File: src/rtl/reward_timer_pkg.sv
`default_nettype none
// ============================================================================
// Module : reward_timer_pkg
// Brief  : Shared item codes, durations, renderer colours and FSM encoding
//          for the reward-item timer and its consumers.
// Rev    : 1.0  initial release
// ============================================================================
package reward_timer_pkg;

  localparam logic [1:0] ITEM_INVINCIBLE = 2'd0;
  localparam logic [1:0] ITEM_FROZEN     = 2'd1;
  localparam logic [1:0] ITEM_FASTER     = 2'd2;
  localparam logic [1:0] ITEM_LASER      = 2'd3;

  localparam int DEFAULT_DURATION = 30;

  // 12-bit RGB colours the renderer uses for each item and its timer bar
  localparam logic [11:0] COLOR_INVINCIBLE = 12'hFF0;
  localparam logic [11:0] COLOR_FROZEN     = 12'h0FF;
  localparam logic [11:0] COLOR_FASTER     = 12'h0F0;
  localparam logic [11:0] COLOR_LASER      = 12'hF00;
  localparam logic [11:0] COLOR_BAR_BG     = 12'h333;

  typedef enum logic [0:0] {
    ST_IDLE   = 1'b0,
    ST_ACTIVE = 1'b1
  } state_t;

  // Flag vector bit order: {laser, faster, frozen, invincible}
  function automatic logic [3:0] item_onehot(input logic [1:0] code);
    return 4'b0001 << code;
  endfunction

endpackage
`default_nettype wire

File: src/rtl/reward_timer_if.sv
`default_nettype none
// ============================================================================
// Module : reward_timer_if
// Brief  : Game-side control inputs and item-status outputs of the reward
//          timer. master = game/renderer side, slave = reward_timer.
// Rev    : 1.0  initial release
// ============================================================================
interface reward_timer_if;

  logic       enable_reward;
  logic       pause;
  logic       pickup_valid;
  logic [1:0] pickup_type;
  logic [9:0] item_cnt;
  logic       item_invincible;
  logic       item_frozen;
  logic       item_faster;
  logic       item_laser;
  logic       item_expired;

  modport master (
    output enable_reward, pause, pickup_valid, pickup_type,
    input  item_cnt, item_invincible, item_frozen, item_faster, item_laser,
           item_expired
  );

  modport slave (
    input  enable_reward, pause, pickup_valid, pickup_type,
    output item_cnt, item_invincible, item_frozen, item_faster, item_laser,
           item_expired
  );

endinterface
`default_nettype wire

File: src/rtl/reward_timer_tick_gen.sv
`default_nettype none
// ============================================================================
// Module : reward_tick_gen
// Brief  : Prescaler producing a one-cycle tick every TICK_DIV enabled
//          cycles. clear restarts from zero and beats hold.
// Rev    : 1.0  initial release
// ============================================================================
module reward_tick_gen #(
  parameter int TICK_DIV = 100000000
) (
  input  wire logic clk,
  input  wire logic rst,
  input  wire logic clear,
  input  wire logic hold,
  output logic      tick
);

  localparam int              CNT_W = (TICK_DIV > 1) ? $clog2(TICK_DIV) : 1;
  localparam logic [CNT_W-1:0] LAST = CNT_W'(TICK_DIV - 1);

  logic [CNT_W-1:0] count;
  logic             at_last;

  assign at_last = (count == LAST);
  // A tick is only reported on a cycle where the count actually wraps
  assign tick    = at_last && !hold && !clear;

  // Prescaler: restart on rst/clear, freeze on hold, wrap at TICK_DIV-1
  always_ff @(posedge clk) begin
    if (rst || clear) begin
      count <= '0;
    end else if (!hold) begin
      if (at_last) count <= '0;
      else         count <= count + CNT_W'(1);
    end
  end

endmodule
`default_nettype wire

File: src/rtl/reward_timer.sv
`default_nettype none
// ============================================================================
// Module : reward_timer
// Brief  : Latches a reward pickup, raises one item flag, counts elapsed
//          ticks on item_cnt and expires the item after DURATION ticks.
// Rev    : 1.0  initial release
// ============================================================================
module reward_timer
  import reward_timer_pkg::*;
#(
  parameter int TICK_DIV = 100000000,
  parameter int DURATION = DEFAULT_DURATION
) (
  input  wire logic     clk,
  input  wire logic     rst,
  reward_timer_if.slave bus
);

  localparam logic [9:0] LAST_CNT = 10'(DURATION - 1);

  state_t     state_q, state_d;
  logic [3:0] flags_q, flags_d;
  logic [9:0] cnt_q,   cnt_d;
  logic       expired_q, expired_d;
  logic       tick;
  logic       presc_clear;

  // Prescaler sits at zero while idle, disabled, or restarting on a pickup
  assign presc_clear = !bus.enable_reward || bus.pickup_valid ||
                       (state_q == ST_IDLE);

  reward_tick_gen #(
    .TICK_DIV (TICK_DIV)
  ) u_tick_gen (
    .clk   (clk),
    .rst   (rst),
    .clear (presc_clear),
    .hold  (bus.pause),
    .tick  (tick)
  );

  // Next-state logic: disable beats pickup, pickup beats the final tick
  always_comb begin
    state_d   = state_q;
    flags_d   = flags_q;
    cnt_d     = cnt_q;
    expired_d = 1'b0;
    if (!bus.enable_reward) begin
      state_d = ST_IDLE;
      flags_d = 4'b0000;
      cnt_d   = 10'd0;
    end else if (bus.pickup_valid) begin
      state_d = ST_ACTIVE;
      flags_d = item_onehot(bus.pickup_type);
      cnt_d   = 10'd0;
    end else if ((state_q == ST_ACTIVE) && tick) begin
      if (cnt_q == LAST_CNT) begin
        state_d   = ST_IDLE;
        flags_d   = 4'b0000;
        cnt_d     = 10'd0;
        expired_d = 1'b1;
      end else begin
        cnt_d = cnt_q + 10'd1;
      end
    end
  end

  // State and registered outputs
  always_ff @(posedge clk) begin
    if (rst) begin
      state_q   <= ST_IDLE;
      flags_q   <= 4'b0000;
      cnt_q     <= 10'd0;
      expired_q <= 1'b0;
    end else begin
      state_q   <= state_d;
      flags_q   <= flags_d;
      cnt_q     <= cnt_d;
      expired_q <= expired_d;
    end
  end

  assign bus.item_cnt        = cnt_q;
  assign bus.item_invincible = flags_q[0];
  assign bus.item_frozen     = flags_q[1];
  assign bus.item_faster     = flags_q[2];
  assign bus.item_laser      = flags_q[3];
  assign bus.item_expired    = expired_q;

endmodule
`default_nettype wire

File: src/flat_wrapper.sv
// flat-port wrapper written by rule: the top's interface ports become plain ports
module reward_timer_flat import reward_timer_pkg::*;
#(
  parameter int TICK_DIV = 100000000,
  parameter int DURATION = DEFAULT_DURATION
)
  (clk, rst, bus_enable_reward, bus_pause, bus_pickup_valid, bus_pickup_type, bus_item_cnt, bus_item_invincible, bus_item_frozen, bus_item_faster, bus_item_laser, bus_item_expired);
  reward_timer_if bus_i ();
  input  wire logic clk;
  input  wire logic rst;
  input wire logic [$bits(bus_i.enable_reward)-1:0] bus_enable_reward;
  input wire logic [$bits(bus_i.pause)-1:0] bus_pause;
  input wire logic [$bits(bus_i.pickup_valid)-1:0] bus_pickup_valid;
  input wire logic [$bits(bus_i.pickup_type)-1:0] bus_pickup_type;
  output wire logic [$bits(bus_i.item_cnt)-1:0] bus_item_cnt;
  output wire logic [$bits(bus_i.item_invincible)-1:0] bus_item_invincible;
  output wire logic [$bits(bus_i.item_frozen)-1:0] bus_item_frozen;
  output wire logic [$bits(bus_i.item_faster)-1:0] bus_item_faster;
  output wire logic [$bits(bus_i.item_laser)-1:0] bus_item_laser;
  output wire logic [$bits(bus_i.item_expired)-1:0] bus_item_expired;
  assign bus_i.enable_reward = bus_enable_reward;
  assign bus_i.pause = bus_pause;
  assign bus_i.pickup_valid = bus_pickup_valid;
  assign bus_i.pickup_type = bus_pickup_type;
  assign bus_item_cnt = bus_i.item_cnt;
  assign bus_item_invincible = bus_i.item_invincible;
  assign bus_item_frozen = bus_i.item_frozen;
  assign bus_item_faster = bus_i.item_faster;
  assign bus_item_laser = bus_i.item_laser;
  assign bus_item_expired = bus_i.item_expired;
  reward_timer #(.TICK_DIV(TICK_DIV), .DURATION(DURATION)) u_core (.clk(clk), .rst(rst), .bus(bus_i));
endmodule
File: config.mk
export PLATFORM = sky130hd
export DESIGN_NAME = reward_timer_flat
export DESIGN_NICKNAME = d
export VERILOG_FILES = /design/src/rtl/reward_timer_pkg.sv /design/src/rtl/reward_timer_if.sv /design/src/rtl/reward_timer_tick_gen.sv /design/src/rtl/reward_timer.sv /design/src/flat_wrapper.sv
export SDC_FILE = /design/constraint.sdc
export NUM_CORES = 1
export LEC_CHECK = 0
export CAP_MARGIN = 5
export CELL_PAD_IN_SITES_DETAIL_PLACEMENT = 0
export CELL_PAD_IN_SITES_GLOBAL_PLACEMENT = 2
export CORE_ASPECT_RATIO = 0.75
export CORE_MARGIN = 5
export CORE_UTILIZATION = 30
export CTS_CLUSTER_SIZE = 8
export DETAILED_ROUTE_END_ITERATION = 8
export HOLD_SLACK_MARGIN = 0.06
export PLACE_DENSITY = 0.8
export SYNTH_ARGS = -nofsm -noshare
export SYNTH_HDL_FRONTEND = slang
export SYNTH_SLANG_ARGS = --single-unit
File: constraint.sdc
create_clock -name clk -period 2.5 [get_ports clk]
set_input_delay 0.5 -clock clk [delete_from_list [all_inputs] [get_ports clk]]
set_output_delay 0.5 -clock clk [all_outputs]
set_load 0.01 [all_outputs]
==> summary.txt, run 1 <==
Outcome - finished, final reports clean
Commonest non-fill, non-tap cell in the layout - dfxtp_1
HP Class - reg -> reg
Root Buffer - clkbuf_8
Count of final hold-check violations - 0
Port bufs - 21
Dominant cell type by area after synthesis - dfxtp_1
CP cell instances - or4_1 > or4_4 > or4_1 > buf_4 > a21oi_1 > nor2_1
WHS Endpoint - u_core.flags_q[1]$_SDFFE_PP0P_
Largest net degree at the start of global routing - 28
Unrepaired setup endpoints after global routing - false
Setup WS pre-CTS - -0.2992 ns
Distinct cells, synth - 35
Slew headroom - 74.58%
Synth top area share - 42.81%
Syn Nets - 241
Number of max-slew violations in the final report - 0
Syn Area/Cell - 8.704 µm²
Row cnt - 25
Routed vias - 1666
CTS Buf Count - 5
DRT Pass-1 Iters - 4
Final ANT Viol Nets - 0
CP peak stage delay - 0.55 ns
Worst Skew - 0.003417 ns
Vias in the first global route - 1576
Via/cell ratio - 4.843
HPWL after DPL - 3061 µm
Util after Layout - 38.60%
Crit path DAT - 2.59 ns
Die Ht - 80.90 µm
Grt ovf - 0
Least-Margin Pin Slew - 0.3812 ns
Syn Inst Count - 231
Most frequent cells in the layout - dfxtp_1 (43), nor2_1 (38), xnor2_1 (24)
Ranking of synthesized cells by area - dfxtp_1 (43%), xnor2_1 (10%), nor2_1 (7.1%)
HP Start - u_core.flags_q[1]$_SDFFE_PP0P_
Clk_lat worst skew - 0.29 ns
Lkg Pwr - 0.7282 nW
Seq/Total Area, Yosys - 42.81%
H-tree Lvls - 2
Max FO, Critical Path - 7
Initial Utilization - 31.36%
Area of the multi-input gates - 1111 µm²
Syn Std Cell Area - 2011 µm²
Hold Crit Depth - 2
Yosys warns - 0
First-pass GRT wire length - 7362 µm
Pwr per Cell Area - 464.9 nW/µm²
DRC Markers - 0
Worst path slowest cell - or4_4
# IOs - 22
Layout cell share with drive strength beyond 1 - 9.506%
CTS tree - yes
FF-to-FF Start - u_core.u_tick_gen.count[11]$_SDFFE_PP0N_
Clk buf depth - 2
Most used cell along the critical path - or4_1
Fin crit period - 2.410 ns
Crit path launch type - flop
CP Class - reg -> reg
Clock Sinks - 43
Max Cap Viol - 0
Core area - 6412 µm²
Reg2reg end - u_core.state_q$_SDFFE_PP0P_
R2R cell count - 6
All-Layer GR Usage - 10.69%
Antenna violations before repair - 0
Area Growth Syn to Fin - 23.09%
Drt wl/cell - 12.38 µm
Fmax - 414.9 MHz
Routed Wire Length - 4258 µm
Layout fillers - 653
CP required - 2.68 ns
Clock Pin Slew Worst Setup and Hold Paths - 0.08 ns
Final WS setup - 0.08975 ns
Final GP Congestion - 0.7103
Seq cells post-synth - 43
Worst-case vdd ir drop - 256.8 µV
Die W - 104.5 µm
DRT iter0 DRCs - 82
Worst path bufs/invs - 1
Die area - 8456 µm²
Hold slack - 0.4919 ns
CP top delay family - simple AND/OR/NAND/NOR gates
CP Capture Type - flop
Fin crit share - 96.41%
R2r setup slk - 0.09 ns
Ant. Diodes - 0
Nets - 272
Register Area - 860.8 µm²
Final Setup Violations - 0
Tot Pwr - 1.150 mW
[where the power goes]
group          switching, mW  internal (mW)  total (mW)
registers            0.00143          0.686       0.688
logic                 0.0165         0.0198      0.0362
clock network          0.230          0.196       0.427
total                  0.248          0.902        1.15
[synthesized netlist by cell type (all sizes together)]
cell	n
ha	3
nand3b	8
nor3b	1
or3b	1
nand4b	1
nand2b	1
and3b	1
nand4	14
nor2	38
mux2	1
nor3	12
nand2	15
and4b	2
a21oi	8
o21ai	4
clkbuf	4
nand3	6
and3	3
and4	1
nand4bb	1
xor2	8
buf	5
xnor2	24
or3	4
mux2i	1
nor4	10
and2	1
or2	1
or4	6
nor2b	1
dfxtp	43
inv	2
[layout make-up]
class | instances | share of cell area (%)
Clock buffer | 7 | 3.084
Clock inverter | 1 | 0.2022
Inverter | 2 | 0.3033
Multi-Input combinational cell | 177 | 44.89
Sequential cell | 43 | 34.78
Tap cell | 81 | 4.095
Timing Repair Buffer | 33 | 12.64
[routing by layer]
layer / track usage [%] / part of all wire [%] / vias to the layer above
met5: 0 / 0 / -
met2: 15.87 / 42 / 21
met4: 4.657 / 1.5 / 0
met1: 14.51 / 53 / 768
met3: 3.018 / 3.7 / 5
li1: - / - / 872
[cells by family (layout without fill, tap and decap cells)]
kind of cell	count (synthesis)	after routing	share of synthesized area [%]
flops	43	43	42.81
xor+xnor	32	32	13.94
compound gates	12	12	3.174
fa+ha+maj	3	3	1.867
simple gates	128	128	34.79
mux	2	2	1.058
buf+inv	11	43	2.364
[stage by stage]
step           area, µm²  setup TNS [ns]  instances
3_3_place_gp        2385          -3.480        336
2_1_floorplan       2011               0        231
5_1_grt             2475               0        344
4_1_cts             2466               0        344
6_report            2475               0        344
3_5_place_dp        2385          -4.823        336
[registers in the layout, summed over array words and instances (netlist names)]
name and flops:
u_core.u_tick_gen.count 27, u_core.flags_q 4, u_core.bus.item_expired 1, u_core.state_q 1, u_core.bus.item_cnt 10
[tightest hold or removal path, delay by kind of cell, from the launching register on]
kind / cells / cell delay [ns]
compound gates: 1 / 0.06
flops: 1 / 0.32
simple gates: 1 / 0.07
[timing repair]
item / CTS / global route
resized for setup: 0 / 2
endpoints found under the setup margin: 0 / 10
hold endpoints to repair: 0 / 0
setup buffers: 0 / 0
hold buffers: 0 / 0
[worst max path at each step]
stage,from,to,slack (ns),cells after the start
finish,u_core.u_tick_gen.count[11]$_SDFFE_PP0N_,u_core.state_q$_SDFFE_PP0P_,0.09,6
global route,u_core.u_tick_gen.count[11]$_SDFFE_PP0N_,u_core.state_q$_SDFFE_PP0P_,0.005,6
CTS,bus_pause,u_core.bus.item_cnt[7]$_SDFFE_PP0P_,0.03,7
detailed placement,bus_pause,u_core.bus.item_cnt[7]$_SDFFE_PP0P_,-0.30,7
global placement,bus_pause,u_core.state_q$_SDFFE_PP0P_,-0.25,7
floorplan,u_core.u_tick_gen.count[10]$_SDFFE_PP0N_,u_core.state_q$_SDFFE_PP0P_,0.31,6
Note: power is estimated with default switching activity, not from simulation.
==> run 2: changes to the inputs <==
- SLEW_MARGIN: unset -> 0
==> results of run 2 <==
The final DEF is identical to that of run 1; final timing and power are the same.
==> RTL edit: new RTL, settings of run 1 <==
`TICK_DIV` is set to 100000000 in 3 places; all go to 400000000.
--- a/src/rtl/reward_timer_tick_gen.sv
+++ b/src/rtl/reward_timer_tick_gen.sv
@@ -6,7 +6,7 @@
 // Rev    : 1.0  initial release
 // ============================================================================
 module reward_tick_gen #(
-  parameter int TICK_DIV = 100000000
+  parameter int TICK_DIV = 400000000
 ) (
   input  wire logic clk,
   input  wire logic rst,
--- a/src/rtl/reward_timer.sv
+++ b/src/rtl/reward_timer.sv
@@ -8,7 +8,7 @@
 module reward_timer
   import reward_timer_pkg::*;
 #(
-  parameter int TICK_DIV = 100000000,
+  parameter int TICK_DIV = 400000000,
   parameter int DURATION = DEFAULT_DURATION
 ) (
   input  wire logic     clk,
--- a/src/flat_wrapper.sv
+++ b/src/flat_wrapper.sv
@@ -1,7 +1,7 @@
 // flat-port wrapper written by rule: the top's interface ports become plain ports
 module reward_timer_flat import reward_timer_pkg::*;
 #(
-  parameter int TICK_DIV = 100000000,
+  parameter int TICK_DIV = 400000000,
   parameter int DURATION = DEFAULT_DURATION
 )
   (clk, rst, bus_enable_reward, bus_pause, bus_pickup_valid, bus_pickup_type, bus_item_cnt, bus_item_invincible, bus_item_frozen, bus_item_faster, bus_item_laser, bus_item_expired);
Behaviour: same outputs for any inputs over 10 cycles, from zero or initial values; that may be too few to reach the edited logic, so the function may still have changed.
==> RTL edit against run 1 <==
Setup slack better by 10 ps; power is 5.8% higher; routed wire length rose by 17%; critical path depth stayed put; sequential cell count increased by 2; non-clock buffer count grew 7; final area up 9.2%; critical path type is now primary input to register; synthesized area rose by 7.3%; combinational power up 4%; sequential power increased by 4.7%.
==> RTL edit: results <==
metrics = {
    "placement": {
        "place_area_um2": 2610,
        "place.gp.congestion": 0.739,
        "place_inst": 379,
        "preCtsSetupSlack_ps": -278,
        "hpwl_um": 3720,
    },
    "synthesis": {
        "netlist_top_cells_area": "dfxtp_1 (42%), xnor2_1 (8.9%), nor2_1 (6.4%), nand3_1 (3.2%), nor4_1 (2.6%)",
        "synth-compound-area-share_pct": 8.47,
        "ys_seq_area_share_pct": 41.8,
        "synthAdderAreaFrac_pct": 1.74,
        "synth_xor_xnor_area_share_pct": 11.4,
        "yosys-mux-area-fraction_pct": 0.464,
        "synth.top_cells.by_count": "dfxtp_1 (45), nor2_1 (37), xnor2_1 (22), nand3_1 (14), nand2_1 (12)",
        "syn_avg_cell_area_um2": 8.70,
        "synth_fp_nets": 258,
    },
    "timing": {
        "holdWs_ps": 458,
        "max_freq_mhz": 417,
        "skew_ps": 8.05,
    },
    "worst_setup_path": {
        "arrival_ps": 2640,
        "rrSetupSlack_ps": 190,
    },
    "layout": {
        "largest_reg_flops": 29,
        "finalNetCount": 298,
        "post_layout_nonfiller_instances": 386,
        "drive_gt1_share_pct": 11.8,
    },
    "detailed_routing": {
        "avgViaCountPerCell": 4.77,
        "first_iter_violations": 79,
        "wl_um": 5000,
    },
    "global_routing": {
        "grt_pass1_vias": 1797,
        "grt_max_degree": 18,
        "grt.total_usage_pct": 11.8,
        "grt_pass1_wl_um": 8600,
    },
    "status": {
        "status": "completed",
    },
}
## RTL edit: changes by cell type after synthesis, sizes merged, moves of 4 or more
cell           run 1  this run
and4               1         6
nand3b             8         1
nand4             14         9
o21ai              4         8
nand3              6        14
inv                2         9
## RTL edit: final cells by class
type | count | area [µm²]
multi-input combinational | 187 | 1210
fill | 756 | 4190
clock buffer | 7 | 86.3
timing repair buffer | 40 | 353
sequential | 45 | 901
tap | 98 | 123
inverter | 9 | 33.8
## RTL edit: final timing paths
kind / from / end / depth (start not counted)
worst max-delay path: bus_pause / u_core.bus.item_cnt[6]$_SDFFE_PP0P_ / 6
worst min-delay path: u_core.flags_q[3]$_SDFFE_PP0P_ / u_core.flags_q[3]$_SDFFE_PP0P_ / 2
worst max register to register: u_core.u_tick_gen.count[0]$_SDFFE_PP0N_ / u_core.bus.item_cnt[6]$_SDFFE_PP0P_ / 6
worst min register to register: u_core.flags_q[3]$_SDFFE_PP0P_ / u_core.flags_q[3]$_SDFFE_PP0P_ / 2
## RTL edit: metal layers
metal	GRT usage [%]	wire (µm)
met1	16.6	2680
met2	17.0	2090
met3	3.02	148
met4	4.70	83
met5	0	0
## RTL edit: logic make-up after synthesis
group | Yosys count
AOI/OAI and AO/OA | 29
xor gates and xnor gates | 28
adders and majority gates | 3
buffers and inverters | 16
DFF | 45
muxes | 1
and+or+nand+nor | 126
## RTL edit: power breakdown
group | leakage (nW) | switching (mW) | internal (mW)
clock | 0.0443 | 0.240 | 0.220
combinational | 0.447 | 0.0167 | 0.0209
sequential | 0.363 | 0.00146 | 0.718
## RTL edit: worst max-delay path, cell delays in order
cell and delay, ps:
clkdlybuf4s50_1 420, nand4b_4 170, or3_1 370, or4_4 510
or4_4 530, a21oi_2 130
